--- src/rtl/mod_pkg.sv ---
// Shared modulation definitions for the mapper/demapper bit buffers.
// Provides Mod_Order codes, the serializer FSM state type and the bits-per-symbol helper.
package mod_pkg;

    localparam int unsigned QM_W = 3;

    localparam logic [1:0] MOD_BPSK  = 2'd0;
    localparam logic [1:0] MOD_QPSK  = 2'd1;
    localparam logic [1:0] MOD_16QAM = 2'd2;
    localparam logic [1:0] MOD_64QAM = 2'd3;

    typedef enum logic {
        ST_IDLE  = 1'b0,
        ST_SHIFT = 1'b1
    } ser_state_t;

    // Bits per symbol (Qm) for a Mod_Order code
    function automatic logic [QM_W-1:0] qm_of(input logic [1:0] order);
        case (order)
            MOD_BPSK:  qm_of = QM_W'(1);
            MOD_QPSK:  qm_of = QM_W'(2);
            MOD_16QAM: qm_of = QM_W'(4);
            MOD_64QAM: qm_of = QM_W'(6);
        endcase
    endfunction

endpackage

--- src/rtl/mod_bit_serializer.sv ---
// Receive-side bit serializer: takes one hard-decision bit group per symbol and
// streams it LSB first, one bit per cycle, with ready/valid on both sides.
// Optional frame-length tracking (Frame_Len / Ser_Last) is enabled by SER_LAST_EN.
module mod_bit_serializer
    import mod_pkg::*;
#(
    parameter int unsigned MAX_QM = 6
)
(
    input  logic              CLK,
    input  logic              RST,
    input  logic [1:0]        Mod_Order,
    input  logic [MAX_QM-1:0] Demod_In,
    input  logic              Demod_Valid,
    output logic              Demod_Ready,
    output logic              Ser_Out,
    output logic              Ser_Valid,
    input  logic              Ser_Ready,
`ifdef SER_LAST_EN
    input  logic [15:0]       Frame_Len,
    output logic              Ser_Last,
`endif
    output logic              Busy
);

    localparam int unsigned CNT_W = $clog2(MAX_QM + 1);
    localparam int unsigned REM_W = 16;

    ser_state_t        state, state_nxt;
    logic [MAX_QM-1:0] shreg, shreg_nxt;
    logic [CNT_W-1:0]  cnt, cnt_nxt;
    logic [REM_W-1:0]  rem, rem_nxt;

    logic accept;
    logic bit_hs;
    logic frame_end;
    logic word_done;

    // Handshake decode; a word ends on its last bit or on the frame's last bit
    always_comb begin
        bit_hs    = (state == ST_SHIFT) && Ser_Ready;
`ifdef SER_LAST_EN
        frame_end = bit_hs && (rem == REM_W'(1));
`else
        frame_end = 1'b0;
`endif
        word_done   = (bit_hs && (cnt == CNT_W'(1))) || frame_end;
        Demod_Ready = (state == ST_IDLE) || word_done;
        accept      = Demod_Valid && Demod_Ready;
    end

    // Next-state, shift register, bit counter and frame counter
    always_comb begin
        state_nxt = state;
        shreg_nxt = shreg;
        cnt_nxt   = cnt;
        rem_nxt   = rem;

        case (state)
            ST_IDLE: begin
                if (accept) begin
                    state_nxt = ST_SHIFT;
                    shreg_nxt = Demod_In;
                    cnt_nxt   = CNT_W'(qm_of(Mod_Order));
                end
            end
            ST_SHIFT: begin
                if (word_done) begin
                    if (accept) begin
                        shreg_nxt = Demod_In;
                        cnt_nxt   = CNT_W'(qm_of(Mod_Order));
                    end else begin
                        state_nxt = ST_IDLE;
                        shreg_nxt = '0;
                        cnt_nxt   = '0;
                    end
                end else if (bit_hs) begin
                    shreg_nxt = shreg >> 1;
                    cnt_nxt   = cnt - CNT_W'(1);
                end
            end
            default: state_nxt = ST_IDLE;
        endcase

`ifdef SER_LAST_EN
        if (bit_hs && (rem != '0)) begin
            rem_nxt = rem - REM_W'(1);
        end
        if (accept && ((rem == '0) || frame_end)) begin
            rem_nxt = (Frame_Len == '0) ? REM_W'(1) : Frame_Len;
        end
`endif
    end

    // State and datapath registers
    always_ff @(posedge CLK or negedge RST) begin
        if (!RST) begin
            state <= ST_IDLE;
            shreg <= '0;
            cnt   <= '0;
            rem   <= '0;
        end else begin
            state <= state_nxt;
            shreg <= shreg_nxt;
            cnt   <= cnt_nxt;
            rem   <= rem_nxt;
        end
    end

    // Outputs decode registers only; shreg is cleared whenever IDLE so Ser_Out is 0 there
    assign Ser_Valid = (state == ST_SHIFT);
    assign Busy      = (state == ST_SHIFT);
    assign Ser_Out   = shreg[0];
`ifdef SER_LAST_EN
    assign Ser_Last  = (state == ST_SHIFT) && (rem == REM_W'(1));
`endif

endmodule

--- config.mk ---
export PLATFORM = sky130hd
export DESIGN_NAME = mod_bit_serializer
export DESIGN_NICKNAME = d
export VERILOG_FILES = /design/src/rtl/mod_pkg.sv /design/src/rtl/mod_bit_serializer.sv
export SDC_FILE = /design/constraint.sdc
export NUM_CORES = 1
export LEC_CHECK = 0
export ABC_AREA = 0
export CAP_MARGIN = 20
export CORE_AREA = 2 2 39 41
export CTS_BUF_LIST = sky130_fd_sc_hd__clkbuf_4
export DETAILED_ROUTE_END_ITERATION = 8
export DIE_AREA = 0 0 41 43
export GPL_TIMING_DRIVEN = 0
export PLACE_DENSITY = 0.81
export SLEW_MARGIN = 30
export SYNTH_ARGS = -nofsm -noshare
export SYNTH_HDL_FRONTEND = slang
export SYNTH_SLANG_ARGS = --single-unit
--- constraint.sdc ---
create_clock -name CLK -period 1.9 [get_ports CLK]
set_clock_uncertainty 0.1 [all_clocks]
set_input_delay 0.38 -clock CLK [delete_from_list [all_inputs] [get_ports CLK]]
set_output_delay 0.38 -clock CLK [all_outputs]
set_load 0.05 [all_outputs]
; ---- Yosys cells after proc, flatten, opt, wreduce, memory -nomap -nowiden
; Cells that the tools add are included.
[totals]
output_inout_bits = 4
elab_cells = 31
regBits = 10
[classes]
bitwise_logic = 1
addsub = 1
muxes = 14
n_reduce_logical = 6
eq_ne = 6
[ops]
columns = op, count
row1 = 6-bit 2-to-1 mux, 4
row2 = 3-bit 2-to-1 mux, 4
row3 = 3-bit one-hot mux with 4 select lines, 1
row4 = 6-bit one-hot mux with 2 select lines, 1
row5 = 3-bit one-hot mux with 2 select lines, 1
row6 = "2-bit == test, second input constant", 2
row7 = "3-bit by 1-bit == test with 1-bit output, second input constant", 1
row8 = 1-bit logical AND, 3
row9 = "3-bit by 1-bit != test with 1-bit output, second input constant", 1
row10 = "3-bit by 1-bit subtractor with 3-bit output, second input constant", 1
row11 = "2-bit by 1-bit == test with 1-bit output, second input constant", 1
row12 = 2-bit logical NOT, 1
row13 = 1-bit 2-to-1 mux, 2
row14 = "2-bit != test, second input constant", 1
row15 = 1-bit one-hot mux with 2 select lines, 1
row16 = 2-bit AND reduction, 1
row17 = 1-bit logical OR, 1
row18 = 1-bit NOT, 1

; ---- Longest topological paths before layout
; Gate-level depths: netlist of the first run.
[logic_depth]
ltp_word = 7
mapped_depth = 5

; ---- Worst setup path after synthesis of the first run
; OpenSTA, ideal clock, no wires.
[synth_timing]
path_kind = flip-flop to output port
start = register state, in the netlist Busy
end = output Demod_Ready
path_buffers = 1
setup_slack_ns = 0.118
t_arrival_ns = 1.302
path_stages_with_launch = 3
t_required_ns = 1.420
path_cell_list = dfrtp_1 -> buf_2 -> nand2_1
[synth_between]
elab_chain_cells = 3
elab_cells_between_ends = 4
[synth_lines]
columns = element, line_no
row1 = from (decl), mod_bit_serializer.sv:29  ; ser_state_t state, state_nxt;
row2 = from (signal assigned), mod_bit_serializer.sv:103  ; state <= state_nxt;
row3 = 1-bit logical AND, mod_bit_serializer.sv:41  ; bit_hs = (state == ST_SHIFT) && Ser_Ready;
row4 = 1-bit logical AND, mod_bit_serializer.sv:47  ; word_done = (bit_hs && (cnt == CNT_W'(1))) || frame_end;
row5 = 1-bit logical OR *, mod_bit_serializer.sv:48  ; Demod_Ready = (state == ST_IDLE) || word_done;
row6 = to (decl), mod_bit_serializer.sv:15  ; output logic Demod_Ready,
; Mark *: on every way between the ends. The rest lies on a longest branch, timed or not.

; ---- Worst setup path after layout of the first run
[layout_timing]
start = register cnt[1]
end = output Demod_Ready
[layout_between]
elab_chain_cells = 3
[layout_lines]
columns = element, line_no
row1 = from (decl), mod_bit_serializer.sv:31  ; logic [CNT_W-1:0] cnt, cnt_nxt;
row2 = from (signal assigned), mod_bit_serializer.sv:105  ; cnt <= cnt_nxt;
row3 = 3-bit by 1-bit == test with 1-bit output, mod_bit_serializer.sv:47
row4 = 1-bit logical AND, mod_bit_serializer.sv:47
row5 = 1-bit logical OR, mod_bit_serializer.sv:48
; Every way passes these cells.

==> results of run 1 <==
-- metal layers --
layer / up-vias / track usage [%] / share of wire (%)
met2: 14 / 25.9 / 47
met1: 243 / 22.0 / 46
met5: - / 0 / 0
met3: 4 / 7.85 / 5.5
li1: 245 / - / -
met4: 0 / 10.0 / 1.7
-- state kept, by name, summed over array words and instances (netlist names) --
register and flops:
cnt 3, Busy 1, shreg 6
-- critical path, cell delays in order (launching register included) --
cell,delay (ns)
dfrtp_1,0.37
inv_2,0.09
ha_4,0.14
nand3b_1,0.17
nand2_2,0.16
buf_8,0.15
-- synthesized netlist by cell type (2+ instances only) --
master and count:
ha_1 2, o22ai_1 2, nand3b_1 2, nor2_1 3, mux2i_1 4, dfrtp_1 10
inv_1 3, a221o_1 7, and4_2 2, and2_1 2, buf_2 2, nand2_1 4
-- logic make-up after synthesis --
logic type                 after synthesis  share of synthesized area [%]
muxes                                    6                           10.6
AOI/OAI and AO/OA                       14                           20.6
DFF                                     10                           42.6
adders and majority gates                2                           4.25
and+or+nand+nor                         17                           17.0
buffers and inverters                    6                           4.89
-- layout by cell type, fill, tap and decap left out, types with 3 or more instances in the layout --
master and n:
mux2i_1 4, a221o_1 7, dfrtp_1 10, nor2_1 3
clkdlybuf4s50_1 9, dlygate4sd2_1 3, clkbuf_4 3, nand2_1 3
-- repair_timing --
item,in CTS,in global routing
setup endpoints to repair,4,2
gates resized for setup,12,5
pin swaps,1,1
buffers inserted,0,0
hold endpoints to repair,0,0
-- how the worst max path moves through the flow --
stage	from	slack, ns	to
detailed placement	Ser_Ready	-0.80	Demod_Ready
finish	cnt[1]	0.07	Demod_Ready
global route	cnt[1]	0.0004	Demod_Ready
floorplan	Busy	0.12	Demod_Ready
global placement	Ser_Ready	-0.77	Demod_Ready
CTS	cnt[1]	0.0008	Demod_Ready
-- area by class of cell --
class                   count  area (sq um)  area share (%)
flip-flops and latches     10           250            31.8
plain buffers               3          17.5            2.23
repair buffers             14           141            18.0
clock buffers               3          22.5            2.86
well taps                  16          20.0            2.54
multi-input cells          39           324            41.2
inverters                   3          11.3            1.43
-- power by group --
group / switching [mW] / internal (mW)
Sequential: 0.0607 / 0.290
Combinational: 0.249 / 0.220
Clock: 0.0697 / 0.0730
Total: 0.379 / 0.584
-- per-stage QoR --
| stage | setup WS, ns | utilization [%] | hold slack, ns |
|---|---|---|---|
| 2_1_floorplan | 0.118 | - | -0.0156 |
| 3_3_place_gp | -0.772 | 54.1 | 0.391 |
| 3_5_place_dp | -0.796 | 54.1 | 0.392 |
| 4_1_cts | 0.000796 | 55.6 | 0.341 |
| 5_1_grt | 0.000437 | 56.9 | 0.385 |
| 6_report | 0.0738 | 56.9 | 0.338 |
==> flow_summary.json, run 1 <==
{
  "status": "finished, final reports clean",
  "tightest_slew_ns": 0.501,
  "async_flop_share_pct": 100,
  "postRouteAntennaNets": 0,
  "grt_util_all_layers_pct": 18.2,
  "crit_path_end_kind": "output port",
  "ys_ff_latch": 10,
  "gp_congestion": 0.710,
  "syn_area_per_cell_sq_um": 10.7,
  "portBuffers": 14,
  "crit_fanout": 4,
  "maxSlewHeadroom_pct": 65.6,
  "grt_pass1_wl_um": 2060,
  "p_per_area_nw_per_um2": 1220,
  "max-vdd-ir-drop_v": 0.000548,
  "synth-edff-count": 0,
  "drc_errors": 0,
  "start_util_pct": 42.5,
  "synth_area_leaders": "dfrtp_1 (43%), a221o_1 (12%), mux2i_1 (6.8%), ha_1 (4.3%), and4_2 (3.4%)",
  "wire_per_inst_um": 15.1,
  "placementRows": 14,
  "drv_slew": 0,
  "setup_viol": 0,
  "drtIter0Drc": 12,
  "die_area_sq_um": 1760,
  "cts_made_buffers": 3,
  "rr_endpoint": "cnt[2]",
  "nets": 88,
  "ff2ff_setup_slack_ns": 0.31,
  "grt_max_degree": 11,
  "ys_types": 24,
  "core_area_sq_um": 1380,
  "clock_path_buffers": 2,
  "place_hpwl_um": 940,
  "reg2reg_depth": 5,
  "syn-cell-area_sq_um": 588,
  "post-route-min-period_ns": 1.83,
  "worstPathArrival_ns": 1.35,
  "finalCritPeriodShare_pct": 96.1,
  "die_width_um": 41,
  "cts_tree": "yes",
  "stdcell_count": 88,
  "path_class": "register to output port",
  "drv_cap": 0,
  "clock-sinks": 10,
  "synth_seq_area_share_pct": 42.6,
  "fmax_mhz": 548,
  "finalSetupTns_ns": 0,
  "syn_inst": 55,
  "rsz0062_at_grt": "no",
  "yosys_warnings": 0,
  "antenna_found_initial": 0,
  "ctsHoldBuffers": 0,
  "place_area_sq_um": 748,
  "cts_root_buffer": "clkbuf_4",
  "totalPowerFinal_mw": 0.963,
  "fp.dieH_um": 43,
  "dr.pass1.iters": 4,
  "grt_pass1_vias": 482,
  "area_growth_pct": 33.8,
  "cts_htree_levels": 1,
  "dp.cells": 85,
  "ioPinCount": 16,
  "path_clk_slew_ns": 0.06,
  "crit_required_ns": 1.42,
  "p_leak_nw": 0.349,
  "antennaDiodeCount": 0,
  "syn_nets": 69,
  "viasPerCell": 5.75,
  "routed_wl_um": 1330,
  "yosys.area.top_type_share_pct": 42.6,
  "hold_viol": 0,
  "rr_startpoint": "cnt[0]",
  "finalInstanceArea_sq_um": 787,
  "grt_overflow": 0,
  "vias": 506,
  "worst_skew_pair.late_latency_ns": 0.27,
  "drive_gt1_share_pct": 20.8,
  "ys.flop_type": "dfrtp_1",
  "hp-class": "input port to asynchronous set/reset pin",
  "startpoint_type": "register",
  "synth_top_area_cell": "dfrtp_1",
  "num-fill-cells": 115
}
Note: power is estimated with default switching activity, not from simulation.
==> run 2: changes to the inputs <==
CORE_AREA = unset   (was 2 2 39 41)
CORE_UTILIZATION = 43   (was unset)
DIE_AREA = unset   (was 0 0 41 43)
PLACE_DENSITY = 0.82   (was 0.81)
clock period = 1.6 ns   (was 1.9 ns; I/O delays follow)
==> run 2 against run 1 <==
  * The run now ends with negative setup slack left
  * Sequential cell count is the same
  * Critical path depth shrank 1
  * Register-to-register slack lost 0.37 ns
  * Sequential power grew 22%
  * Core utilization grew 17 points
  * Global-route usage grew 6.3 points
  * Combinational power grew 63%
  * Highest routed layer unchanged
==> flow_summary.json, run 2 (synthesis gave the netlist of run 1 again) <==
{
  "path_cells": "ha_4 -> nand3b_1 -> nand2_2 -> buf_8",
  "grt_overflow": 0,
  "dr.pass1.iters": 4,
  "slowest_stage": "dfrtp_1",
  "worst_skew_pair.late_latency_ns": 0.27,
  "place_area_sq_um": 747,
  "rsz0062_at_grt": "yes",
  "grt_max_degree": 11,
  "area_growth_pct": 48.1,
  "setup_ws_ns": -0.116,
  "routed_wl_um": 1600,
  "power.net_switching_mw": 0.547,
  "largest_register_ffs": 6,
  "grt_util_all_layers_pct": 24.5,
  "nets": 94,
  "worstPathArrival_ns": 1.30,
  "antenna_found_initial": 0,
  "drv_cap": 0,
  "regMostFlops": "shreg",
  "cts_root_buffer": "clkbuf_4",
  "tightest_slew_ns": 0.565,
  "final_cell_mix": "dfrtp_1 (9), clkdlybuf4s50_1 (9), a221o_1 (7)",
  "p_leak_nw": 0.388,
  "clock-sinks": 10,
  "cts_htree_levels": 1,
  "path_class": "register to output port",
  "startpoint_type": "register",
  "crit_path_end_kind": "output port",
  "top_layer_used": "met4",
  "post-place-ws_ns": -1.00,
  "wire_per_inst_um": 17.2,
  "die_width_um": 39.0,
  "die_area_sq_um": 1520,
  "grt_pass1_vias": 544,
  "crit_required_ns": 1.18,
  "drv_slew": 0,
  "fmax_mhz": 583,
  "clkPwrFrac_pct": 14.6,
  "setup_viol": 2,
  "ioPinCount": 16,
  "violations": "negative setup slack",
  "crit_fanout": 3,
  "cts_made_buffers": 3,
  "hold_viol": 0,
  "seq_power_share_pct": 30.6,
  "core_area_sq_um": 1190,
  "vias": 543,
  "finalCritPeriodShare_pct": 107,
  "dr_wl_met3_um": 55,
  "post-route-min-period_ns": 1.72,
  "postRouteAntennaNets": 0,
  "p_int_mw": 0.848,
  "p_per_area_nw_per_um2": 1600,
  "hp-class": "input port to asynchronous set/reset pin",
  "place_hpwl_um": 1060,
  "maxSlewHeadroom_pct": 61.2,
  "portBuffers": 14,
  "status": "finished with violations",
  "cts_tree": "yes",
  "grt_pass1_wl_um": 2430,
  "drtIter0Drc": 8,
  "placementRows": 12,
  "fp.dieH_um": 39.0,
  "comb_power_share_pct": 54.8,
  "met2_length_um": 837,
  "start_util_pct": 49.6,
  "clock_path_buffers": 2,
  "gp_congestion": 0.721,
  "crit_path_max_incr_delay_ns": 0.43,
  "wl_met1_um": 666,
  "max-vdd-ir-drop_v": 0.000880,
  "drc_errors": 0,
  "viasPerCell": 5.84,
  "drive_gt1_share_pct": 38.0,
  "netSwitchingFraction_pct": 39.2,
  "antennaDiodeCount": 0,
  "finalInstanceArea_sq_um": 871,
  "path_clk_slew_ns": 0.07
}
[run 2: changes by cell type in the layout (fill, tap and decap cells not counted), sizes merged]
cell and delta:
buf +7, dlygate4sd2 -2, clkdlybuf4s15 +1, clkbuf +1
[run 2: final timing paths]
kind                             start     endpoint  slack, ns  cells past startpoint
hold reg to reg               shreg[5]     shreg[5]       0.42                      1
max in group asynchronous          RST         Busy       0.81                      1
min in group CLK           Demod_Valid         Busy       0.34                      3
setup reg to reg                cnt[1]       cnt[2]      -0.06                      7
setup / recovery                cnt[0]  Demod_Ready      -0.12                      4
hold / removal                     RST     shreg[3]       0.26                      1
[run 2: cell type report]
type | instances | area [sq um]
well taps | 14 | 17.5
fillers | 84 | 315
flip-flops and latches | 10 | 251
plain buffers | 3 | 17.5
inverters | 3 | 13.8
clock buffers | 4 | 30.0
repair buffers | 20 | 189
multi-input cells | 39 | 352
[run 2: per-layer routing]
layer / vias up / GRT usage, %
met4: 0 / 12.9
li1: 261 / -
met5: - / 0
met3: 6 / 3.47
met2: 20 / 43.8
met1: 256 / 27.7
[run 2: power by group through the flow]
stage	Combinational, mW	Clock (mW)	Sequential [mW]
6_report	0.765	0.203	0.427
5_1_grt	0.815	0.219	0.437
4_1_cts	0.640	0.208	0.424
3_5_place_dp	0.556	0	0.420
3_3_place_gp	0.528	0	0.412
2_1_floorplan	0.339	0	0.457
[run 2: critical path, delay by kind of cell (launching register included)]
kind | cells | cell delay [ns]
DFF | 1 | 0.43
adders and majority gates | 1 | 0.19
buffers and inverters | 1 | 0.16
and+or+nand+nor | 2 | 0.24
[run 2: per-stage QoR]
| stage | hold WS [ns] | std cells | power [mW] | util, % | TNS [ns] |
|---|---|---|---|---|---|
| 6_report | 0.257 | 93 | 1.40 | 73.4 | -0.175 |
| 5_1_grt | 0.297 | 93 | 1.47 | 73.4 | -0.313 |
| 4_1_cts | 0.272 | 91 | 1.27 | 69.8 | -0.105 |
| 3_5_place_dp | 0.394 | 83 | 0.976 | 63.0 | -4.30 |
| 3_3_place_gp | 0.391 | 83 | 0.940 | 63.0 | -3.85 |
| 2_1_floorplan | -0.0756 | 55 | 0.796 | - | 0 |
[run 2: what timing repair did]
item,in CTS,in global routing
gates resized for setup,24,7
hold endpoints to repair,0,0
setup endpoints to repair,12,3
buffers inserted,4,2
hold buffers,0,0
pin swaps,2,0
==> run 3: changes to the inputs <==
CAP_MARGIN = unset   (was 20)
CORE_MARGIN = 3   (was unset)
==> run 3 against run 2 <==
  * The run still ends with negative setup slack left
  * Count of clock-buffer cells in the layout is the same
  * Core utilization shrank 3.7 points
  * Sequential cell count is the same
  * Largest power group unchanged
  * Total power shrank 8.4%
  * Largest cell class unchanged
  * Non-clock buffer count shrank 3
  * Register-to-register slack gained 0.05 ns
  * Critical endpoint unchanged
  * Cell count shrank 3.2%
==> flow_summary.json, run 3 (synthesis gave the netlist of run 1 again) <==
{
  "finalCritPeriodShare_pct": 105,
  "cts_htree_levels": 1,
  "cts_tree": "yes",
  "seq_power_share_pct": 33.2,
  "drv_slew": 0,
  "clock-sinks": 10,
  "crit_required_ns": 1.18,
  "tightest_slew_ns": 0.532,
  "core_area_sq_um": 1190,
  "hp-class": "input port to asynchronous set/reset pin",
  "worstPathArrival_ns": 1.25,
  "final_cell_mix": "dfrtp_1 (9), clkdlybuf4s50_1 (9), a221o_1 (7)",
  "grt_overflow": 0,
  "viasPerCell": 5.87,
  "top_layer_used": "met4",
  "drive_gt1_share_pct": 32.9,
  "rsz0062_at_grt": "yes",
  "cp_top_family": "flip-flops",
  "drtIter0Drc": 5,
  "cts_made_buffers": 3,
  "grt_pass1_wl_um": 2380,
  "path_class": "register to output port",
  "die_area_sq_um": 1850,
  "die_width_um": 43.0,
  "antenna_found_initial": 0,
  "dr_wl_met3_um": 98,
  "worst-path-buf-inv": 1,
  "regMostFlops": "shreg",
  "antennaDiodeCount": 0,
  "grt_pass1_vias": 543,
  "crit_path_end_kind": "output port",
  "largest_register_ffs": 6,
  "wl_met1_um": 611,
  "grt_max_degree": 11,
  "drc_errors": 0,
  "stdcell_count": 90,
  "p_int_mw": 0.782,
  "cp.depth": 4,
  "maxSlewHeadroom_pct": 63.5,
  "power.net_switching_mw": 0.496,
  "clkPwrFrac_pct": 16.2,
  "dr.pass1.iters": 4,
  "path_cells": "ha_4 -> nand3b_1 -> nand2_2 -> buf_8",
  "fp.dieH_um": 43.0,
  "nets": 91,
  "vias": 528,
  "crit_path_max_incr_delay_ns": 0.43,
  "p_leak_nw": 0.377,
  "ctsHoldBuffers": 0,
  "portBuffers": 14,
  "reg2reg_depth": 5,
  "hold_viol": 0,
  "routed_wl_um": 1440,
  "drv_cap": 0,
  "postRouteAntennaNets": 0,
  "clock_path_buffers": 2,
  "dp.cells": 83,
  "fmax_mhz": 598,
  "finalSetupTns_ns": -0.0809,
  "place_hpwl_um": 994,
  "setup_ws_ns": -0.0735,
  "wire_per_inst_um": 16.0,
  "cts_root_buffer": "clkbuf_4",
  "slowest_stage": "dfrtp_1",
  "p_per_area_nw_per_um2": 1550,
  "placementRows": 12,
  "max-vdd-ir-drop_v": 0.000924,
  "met2_length_um": 690,
  "netSwitchingFraction_pct": 38.8,
  "gp_congestion": 0.729,
  "post-route-min-period_ns": 1.67,
  "path_clk_slew_ns": 0.07,
  "ioPinCount": 16,
  "violations": "negative setup slack",
  "worst_skew_pair.late_latency_ns": 0.28,
  "comb_power_share_pct": 50.7,
  "status": "finished with violations",
  "crit_fanout": 3,
  "grt_util_all_layers_pct": 18.2,
  "start_util_pct": 49.6,
  "setup_viol": 2,
  "startpoint_type": "register",
  "area_growth_pct": 40.6
}
==> run 3: metal layers <==
metal	track usage [%]	vias up
met4	12.7	0
li1	-	254
met5	0	-
met1	20.0	250
met2	28.7	20
met3	6.78	4
==> run 3: per-stage QoR <==
| stage | instance area, sq um | worst slack, ns | hold slack (ns) | utilization (%) | power (mW) |
|---|---|---|---|---|---|
| finish | 827 | -0.0735 | 0.262 | 69.7 | 1.28 |
| global route | 827 | -0.118 | 0.288 | 69.7 | 1.36 |
| CTS | 822 | -0.0807 | 0.270 | 69.3 | 1.25 |
| detailed placement | 747 | -0.982 | 0.403 | 63.0 | 0.953 |
| global placement | 747 | -0.974 | 0.391 | 63.0 | 0.941 |
| floorplan | 589 | 0.0502 | -0.0756 | - | 0.796 |
==> run 3: worst paths after layout <==
kind,startpoint,endpoint,slack [ns]
min in group CLK,Demod_Valid,Busy,0.31
min reg2reg,shreg[4],shreg[4],0.41
min,RST,shreg[1],0.26
max,cnt[0],Demod_Ready,-0.07
max reg2reg,cnt[0],cnt[2],-0.01
max in group asynchronous,RST,Busy,0.79
==> run 3: final cells by class <==
cell class / count / area [sq um]
fillers: 93 / 359
multi-input cells: 39 / 342
flip-flops and latches: 10 / 251
repair buffers: 17 / 158
clock buffers: 4 / 30.0
plain buffers: 3 / 17.5
well taps: 14 / 17.5
inverters: 3 / 11.3
==> run 3: timing repair <==
item,4_1_cts,5_1_grt
setup endpoints to repair,10,4
buffers inserted,3,0
gates resized for setup,23,4
pin swaps,1,1
gates cloned,0,0
==> run 3: power by group through the flow <==
stage | Sequential (mW) | Combinational [mW] | Clock [mW]
after floorplan | 0.457 | 0.339 | 0
after global placement | 0.412 | 0.528 | 0
after detailed placement | 0.418 | 0.535 | 0
after CTS | 0.423 | 0.612 | 0.212
after global routing | 0.435 | 0.698 | 0.228
final | 0.424 | 0.648 | 0.206
==> run 3: worst register-to-register path: stages, from the launching register on <==
cell and delay [ns]:
dfrtp_1 0.42, inv_1 0.08, ha_1 0.21, nand2_2 0.07, mux2_1 0.33, a221o_1 0.29
